File: config.mk
export PLATFORM = sky130hd
export DESIGN_NAME = rr_index_arbiter
export DESIGN_NICKNAME = d
export VERILOG_FILES = /design/src/rtl/arb_pkg.sv /design/src/rtl/rr_index_arbiter_pick.sv /design/src/rtl/rr_index_arbiter.sv
export SDC_FILE = /design/constraint.sdc
export NUM_CORES = 1
export LEC_CHECK = 0
export ABC_AREA = 1
export ABC_CLOCK_PERIOD_IN_PS = 2300
export CAP_MARGIN = 20
export CORE_MARGIN = 2
export CORE_UTILIZATION = 49
export DETAILED_ROUTE_END_ITERATION = 10
export GPL_ROUTABILITY_DRIVEN = 1
export PLACE_DENSITY = 0.86
export SYNTH_ARGS = -nofsm -noshare
export SYNTH_HDL_FRONTEND = slang
export SYNTH_SLANG_ARGS = --single-unit
File: constraint.sdc
create_clock -name clk -period 2.3 [get_ports clk]
set_clock_uncertainty 0.2 [all_clocks]
set_input_delay 0.23 -clock clk [delete_from_list [all_inputs] [get_ports clk]]
set_output_delay 0.23 -clock clk [all_outputs]
set_load 0.02 [all_outputs]
File: src/rtl/arb_pkg.sv
// Shared types and defaults for the round-robin index arbiter.
// The state enum is shared so any future block sees the same FSM encoding.
package arb_pkg;

    typedef enum logic {IDLE, GRANT} arb_state_t;

    localparam int IDX_W_DEF    = 3;
    localparam int N_DEF        = 2 ** IDX_W_DEF;
    localparam int MAX_HOLD_DEF = 16;

    // Hold counter width; never below one bit, even when the timeout is disabled.
    function automatic int hold_w(input int max_hold);
        return ($clog2(max_hold + 1) < 1) ? 1 : $clog2(max_hold + 1);
    endfunction

endpackage

File: src/rtl/rr_index_arbiter_pick.sv
// Combinational round-robin pick: first set request at or after ptr, wrapping N-1 -> 0.
// The request vector is rotated right by ptr, the lowest set bit is found, then ptr is added back.
module rr_index_arbiter_pick
    import arb_pkg::*;
#(
    parameter int IDX_W = IDX_W_DEF,
    parameter int N     = 2 ** IDX_W
) (
    input  logic [N-1:0]     req,
    input  logic [IDX_W-1:0] ptr,
    output logic [IDX_W-1:0] idx,
    output logic             any
);

    logic [2*N-1:0]   req_dbl;
    logic [N-1:0]     req_rot;
    logic [IDX_W-1:0] off;

    assign req_dbl = {req, req} >> ptr;
    assign req_rot = req_dbl[N-1:0];

    always_comb begin
        off = '0;
        for (int i = N - 1; i >= 0; i--) begin
            if (req_rot[i]) begin
                off = IDX_W'(i);
            end
        end
    end

    assign any = |req;
    assign idx = off + ptr;

endmodule

File: src/rtl/rr_index_arbiter.sv
// Round-robin arbiter for 2**IDX_W requesters, emitting a registered winner index.
// gnt_idx is meant to feed a downstream decoder3x8 whose output is gated by gnt_valid.
module rr_index_arbiter
    import arb_pkg::*;
#(
    parameter int IDX_W    = IDX_W_DEF,
    parameter int MAX_HOLD = MAX_HOLD_DEF
) (
    input  logic                    clk,
    input  logic                    rst_n,
    input  logic [(2**IDX_W)-1:0]   req,
    input  logic                    done,
    output logic [IDX_W-1:0]        gnt_idx,
    output logic                    gnt_valid,
    output logic                    timeout
);

    // state | meaning
    // IDLE  | no grant; arbitrate among req starting at ptr
    // GRANT | gnt_idx owns the resource until done, request drop or hold timeout

    localparam int N    = 2 ** IDX_W;
    localparam int HC_W = hold_w(MAX_HOLD);

    arb_state_t       state_q, state_d;
    logic [IDX_W-1:0] ptr_q, ptr_d;
    logic [HC_W-1:0]  hold_q, hold_d;
    logic [IDX_W-1:0] idx_d;
    logic             valid_d;
    logic             timeout_d;

    logic [IDX_W-1:0] pick_idx;
    logic             pick_any;
    logic             owner_rel;
    logic             hold_hit;

    rr_index_arbiter_pick #(
        .IDX_W (IDX_W),
        .N     (N)
    ) u_pick (
        .req (req),
        .ptr (ptr_q),
        .idx (pick_idx),
        .any (pick_any)
    );

    assign owner_rel = done || !req[gnt_idx];
    assign hold_hit  = (MAX_HOLD != 0) && (hold_q == HC_W'(MAX_HOLD - 1));

    always_comb begin
        state_d   = state_q;
        ptr_d     = ptr_q;
        hold_d    = hold_q;
        idx_d     = gnt_idx;
        valid_d   = gnt_valid;
        timeout_d = 1'b0;
        case (state_q)
            IDLE: begin
                if (pick_any) begin
                    idx_d   = pick_idx;
                    valid_d = 1'b1;
                    hold_d  = '0;
                    state_d = GRANT;
                end
            end
            GRANT: begin
                if (owner_rel || hold_hit) begin
                    valid_d   = 1'b0;
                    ptr_d     = gnt_idx + IDX_W'(1);
                    state_d   = IDLE;
                    // timeout only flags a release the owner did not ask for
                    timeout_d = hold_hit && !owner_rel;
                end else if (MAX_HOLD != 0) begin
                    hold_d = hold_q + HC_W'(1);
                end
            end
            default: begin
                state_d = IDLE;
                valid_d = 1'b0;
            end
        endcase
    end

    always_ff @(posedge clk or negedge rst_n) begin
        if (!rst_n) begin
            state_q   <= IDLE;
            ptr_q     <= '0;
            hold_q    <= '0;
            gnt_idx   <= '0;
            gnt_valid <= 1'b0;
            timeout   <= 1'b0;
        end else begin
            state_q   <= state_d;
            ptr_q     <= ptr_d;
            hold_q    <= hold_d;
            gnt_idx   <= idx_d;
            gnt_valid <= valid_d;
            timeout   <= timeout_d;
        end
    end

endmodule

Word level (Yosys, flattened, before mapping)
Index checks and enable logic that the tools add are counted.
Widths: inputs -> output; s select.
- bits in registers: 14
- bits of input ports: 11
- output and inout bits: 5
- word-level logic and storage cells: 47
- $add $sub $neg: 3
- $lt $le $gt $ge: 1
- equality and inequality tests: 4
- shift-type cells: 1
- multiplexer cells: 21
- bitwise gates (word level): 1
- reduce and logical (&&, ||, !) cells: 10
- operator list (kind ; number):
    $mux 3 ; 8
    $shr 16x3->8 ; 1
    $mux 5 ; 2
    $pmux 5 s2 ; 1
    $reduce_and 2->1 ; 4
    $reduce_or 8->1 ; 1
    $mux 1 ; 7
    $add 5x1->5 const B ; 1
    $eq 5x4->1 const B ; 1
    $lt 3x4->1 const B ; 1
    $ne 2x2->1 const B ; 2
    $pmux 1 s2 ; 2
    $add 3x1->3 const B ; 1
    $add 3x3->3 ; 1
    $bmux 1 s3 ; 1
    $logic_not 1->1 ; 2
    $logic_or 1x1->1 ; 2
    $ne 2x1->1 const B ; 1
    $logic_and 1x1->1 ; 1
    $not 1->1 ; 1

Longest topological paths before layout
Gate-level depths: netlist of run 1.
- depth in word-level cells: 10
- gate-level depth with buffers: 21
- gate-level depth less buffers: 20

Modules after synthesis
A second synthesis of run 1 with hierarchy kept.
- cells, all modules: 200
- area total of the unflattened synthesis: 1356.3 µm²
- modules (own cells, without submodules) (module ; instances ; cells an instance ; area each (µm²) ; seq. area each (µm²)):
    rr_index_arbiter ; 1 ; 102 ; 824.5 ; 350.3
    rr_index_arbiter_pick ; 1 ; 98 ; 531.8 ; 0.0

Worst setup path before layout of run 1
No wires, ideal clock.
- path type: reg-to-reg
- start: register ptr_q[0]
- end: register gnt_idx[2]
- setup time: 117 ps
- arrival time: 2163 ps
- data required time: 1983 ps
- slack: -180 ps
- stages on the path, launching flop included: 21
- buffers on the path: 1
- period minus slack after synthesis: 2480 ps
- cells stage by stage: dfrtp_1 -> buf_6 -> inv_2 -> nand2_1 -> nand3_1 -> nand3_1 -> nand2_1 -> inv_1 -> nand2_1 -> nand2_1 -> nand2_1 -> nand2_1 -> a21oi_1 -> ha_1 -> inv_1 -> fa_1 -> xor2_1 -> inv_1 -> nand3_1 -> nand3_1 -> nand2_1
- longest elaborated chain between the ends: 10
- ends and longest elaborated chain (element ; RTL line ; RTL):
    start, declared ; rr_index_arbiter.sv:26 ; logic [IDX_W-1:0] ptr_q, ptr_d;
    start signal, assigned ; rr_index_arbiter.sv:94 ; ptr_q <= ptr_d;
    $shr 16x3->8 ; rr_index_arbiter_pick.sv:19 ; assign req_dbl = {req, req} >> ptr;
    $mux 3 (8 in series) ; rr_index_arbiter_pick.sv:25 ; if (req_rot[i]) begin
    $add 3x3->3 (*) ; rr_index_arbiter_pick.sv:32 ; assign idx = off + ptr;
    end signal, assigned ; rr_index_arbiter.sv:96 ; gnt_idx <= idx_d;
    end, declared ; rr_index_arbiter.sv:13 ; output logic [IDX_W-1:0] gnt_idx,
Every way passes the cells marked *; elsewhere a longest branch is shown, timed or not.
A chain may end at the register's enable or synchronous reset.

Worst setup path after layout of run 1
- start: input req[3]
- end: register gnt_idx[2]
- longest elaborated chain between the ends: 10
- elaborated cells between the ends (all ways): 12
- those cells by class: 1 x add/sub; 1 x shift; 8 x mux; 2 x reduce/logical
- ends and longest elaborated chain (element ; RTL line ; RTL):
    start, declared ; rr_index_arbiter.sv:11 ; input logic [(2**IDX_W)-1:0] req,
    $shr 16x3->8 ; rr_index_arbiter_pick.sv:19 ;
    $mux 3 (8 in series) ; rr_index_arbiter_pick.sv:25 ;
    $add 3x3->3 ; rr_index_arbiter_pick.sv:32 ;
Parallel ways exist; a longest one is shown, timed or not.

==> metrics, run 1 <==
clk_lat worst skew=0.31 ns; post-synthesis sequential area ratio=29.2%; Max Freq=359 MHz; Initial Util=between 50% and 60%; # DRC=0; Total Power=about 2.8 mW; Syn Area/Cell=6.56 sq um; CTS Buffer Depth=2; critical path class=in2reg; CTS Buf Count=3; Slew @ Worst Pin=between 0.6 and 0.7 ns; num rows=17; via/cell ratio=between 6 and 7; VDD IR max=1.07 mV; Syn Std Cell Area=1200 sq um; max_cap viols=0; first-pass GRT wire length=6490 microns; grt total ovfl=0; Tightest Hold Check Type=in2async; Synth area leaders=dfrtp_1 (29%), nand2_1 (22%), nand3_1 (14%), ha_1 (4.2%), inv_1 (3.8%); most area-hungry cell type in the Yosys netlist=dfrtp_1; DRT iter0 DRCs=97; unrepaired setup endpoints after global routing=true; fin crit share=121%; Slew headroom=57.0%; Vias=1594; synth cell count leaders=nand2_1 (69), nand3_1 (34), dfrtp_1 (14); input/output buffers=15; CTS sink count=14; Critical Path Start=req[3]; initial antenna violation count=0; DP Wirelength=2480 microns; Reg clk slew, reported paths=0.10 ns; status=finished with violations; DRT Pass-1 Iters=5; worst setup margin=-0.488 ns; # hold bufs at CTS=0; htree depth=1; Syn Inst Count=183; die width=53.5 microns; R2R Path End=gnt_idx[2]; Power Density=1550 nW/um^2; crit-path max FO=3; share of the synthesized area in the top cell type=29.2%; CP endpoint kind=register; largest net degree at the start of global routing=15; most common cell in the netlist=nand2_1; final layout net count=242; Leak=0.905 nW; Post-synth EDFFs=0; WP data required=about 2.3 ns; GPL Wtd Cong=about 0.82; Worst R2R Path Depth=20; RR Startpoint=ptr_q[0]; CP endpoint=gnt_idx[2]; Main synth FF type=dfrtp_1; post-synth cell types=30; vias in the first global route=1487; TritonCTS clock tree=yes; TNS Setup=-0.844 ns; GRT Overall Usage=a little under a third; n_diodes=0; clk root buf=clkbuf_4; min cycle time layout=roughly 2.8 ns; Syn Nets=199; violations in the final reports=setup timing; share of layout cells above drive strength 1=38.2%; yosys warns=0; DRT antenna net count=0; Synth Register Bits=14; Max Slew Vio Count=0; WL final=between 4000 and 5000 microns; # IOs=16; die height=53.5 microns; WL per Instance=19.2 microns; flop-to-flop setup slack=-0.48 ns; CP startpoint kind=input pin; Finish-stage setup viols=2; CP arrival=2.79 ns; area delta synth->final=48.7%; area of the core=around 2300 sq um; ys async rst share=100%; DIE AREA=about 2900 sq um; final hold violations=0
## metal layers
metal | GRT usage, % | vias to the layer above | share of wire, %
met5 | 0 | - | 0
met4 | 20.9 | 0 | 6.8
met3 | 12.1 | 45 | 12
met2 | 49.6 | 155 | 44
met1 | 36.3 | 711 | 37
li1 | - | 683 | -
## cell families (layout without fill, tap and decap cells)
kind of cell	Yosys count	count (layout)	share of synthesized area, %
AO/OA/AOI/OAI	13	13	6.98
XOR/XNOR	3	3	2.19
adder cells (fa/ha/maj)	5	5	5.83
buffers and inverters	20	62	7.92
flip-flops	14	14	29.2
AND/OR/NAND/NOR	128	128	47.9
## power by group
| group | internal [mW] | leakage, nW | switching [mW] |
|---|---|---|---|
| sequential | 0.336 | 0.178 | 0.147 |
| clock | 0.0968 | 0.0210 | 0.0987 |
| combinational | 0.867 | 0.705 | 1.22 |
| total | 1.30 | 0.905 | 1.46 |
## how the worst min path moves through the flow
stage	slack, ns	endpoint	cells past startpoint
3_3_place_gp	0.29	hold_q[4]	2
5_1_grt	0.12	hold_q[2]	1
3_5_place_dp	0.30	hold_q[4]	2
2_1_floorplan	-0.27	gnt_idx[0]	0
4_1_cts	0.15	hold_q[2]	1
6_report	0.10	hold_q[2]	1
## sequential cells by signal (all words and copies together) (netlist names)
signal,cells
state_q,1
ptr_q,3
gnt_valid,1
gnt_idx,3
timeout,1
hold_q,5
## final cells by class
cell class	instances	area (sq um)
fillers	120	468
repair buffers	42	368
flip-flops and latches	14	353
well taps	28	35.0
clock buffers	4	36.3
multi-input cells	149	927
inverters	16	67.6
## layout by cell type, fill, tap and decap left out, drive strengths merged, types with 3 or more instances in the layout
cell / count
clkdlybuf4s50: 15
inv: 15
nand2: 72
nor2: 13
nand3b: 3
o21ai: 9
buf: 27
clkbuf: 4
nand3: 34
ha: 4
dfrtp: 14
## through the flow
step | instance area (sq um) | hold slack [ns] | std cells | utilization (%) | setup WS [ns]
floorplan | 1200 | -0.266 | 183 | - | -0.150
global placement | 1500 | 0.290 | 242 | 66.7 | -0.477
detailed placement | 1500 | 0.302 | 242 | 66.7 | -0.548
CTS | 1660 | 0.146 | 249 | 73.5 | -0.241
global route | 1790 | 0.124 | 253 | 79.2 | -0.674
finish | 1790 | 0.102 | 253 | 79.2 | -0.488
## worst max-delay path, stage by stage
cell and delay (ns):
clkdlybuf4s50_1 0.53, nand2_1 0.19, nand3_2 0.16, nand2_2 0.13, nand2_2 0.06, nand2_2 0.07
nand2_2 0.05, nand2_1 0.05, nand2_1 0.04, nand2_1 0.07, nand2_2 0.06, a21oi_2 0.13
ha_2 0.18, inv_2 0.04, fa_2 0.39, xor2_2 0.15, inv_1 0.06, nand3_1 0.08
nand3_1 0.07, nand2_1 0.04
## repair_timing
action / CTS / global route
hold endpoints to repair: 0 / 0
pin swaps: 3 / 16
resized for setup: 30 / 27
endpoints found under the setup margin: 2 / 3
setup buffers: 3 / 4
No activity file was read; power rests on OpenSTA's default activity.
==> run 2, diff against run 1 <==
--- a/config.mk
+++ b/config.mk
@@ -6,7 +6,6 @@
 export NUM_CORES = 1
 export LEC_CHECK = 0
 export ABC_AREA = 1
-export ABC_CLOCK_PERIOD_IN_PS = 2300
 export CAP_MARGIN = 20
 export CORE_MARGIN = 2
 export CORE_UTILIZATION = 49
==> results of run 2 <==
The final DEF is identical to that of run 1; final timing and power are the same.
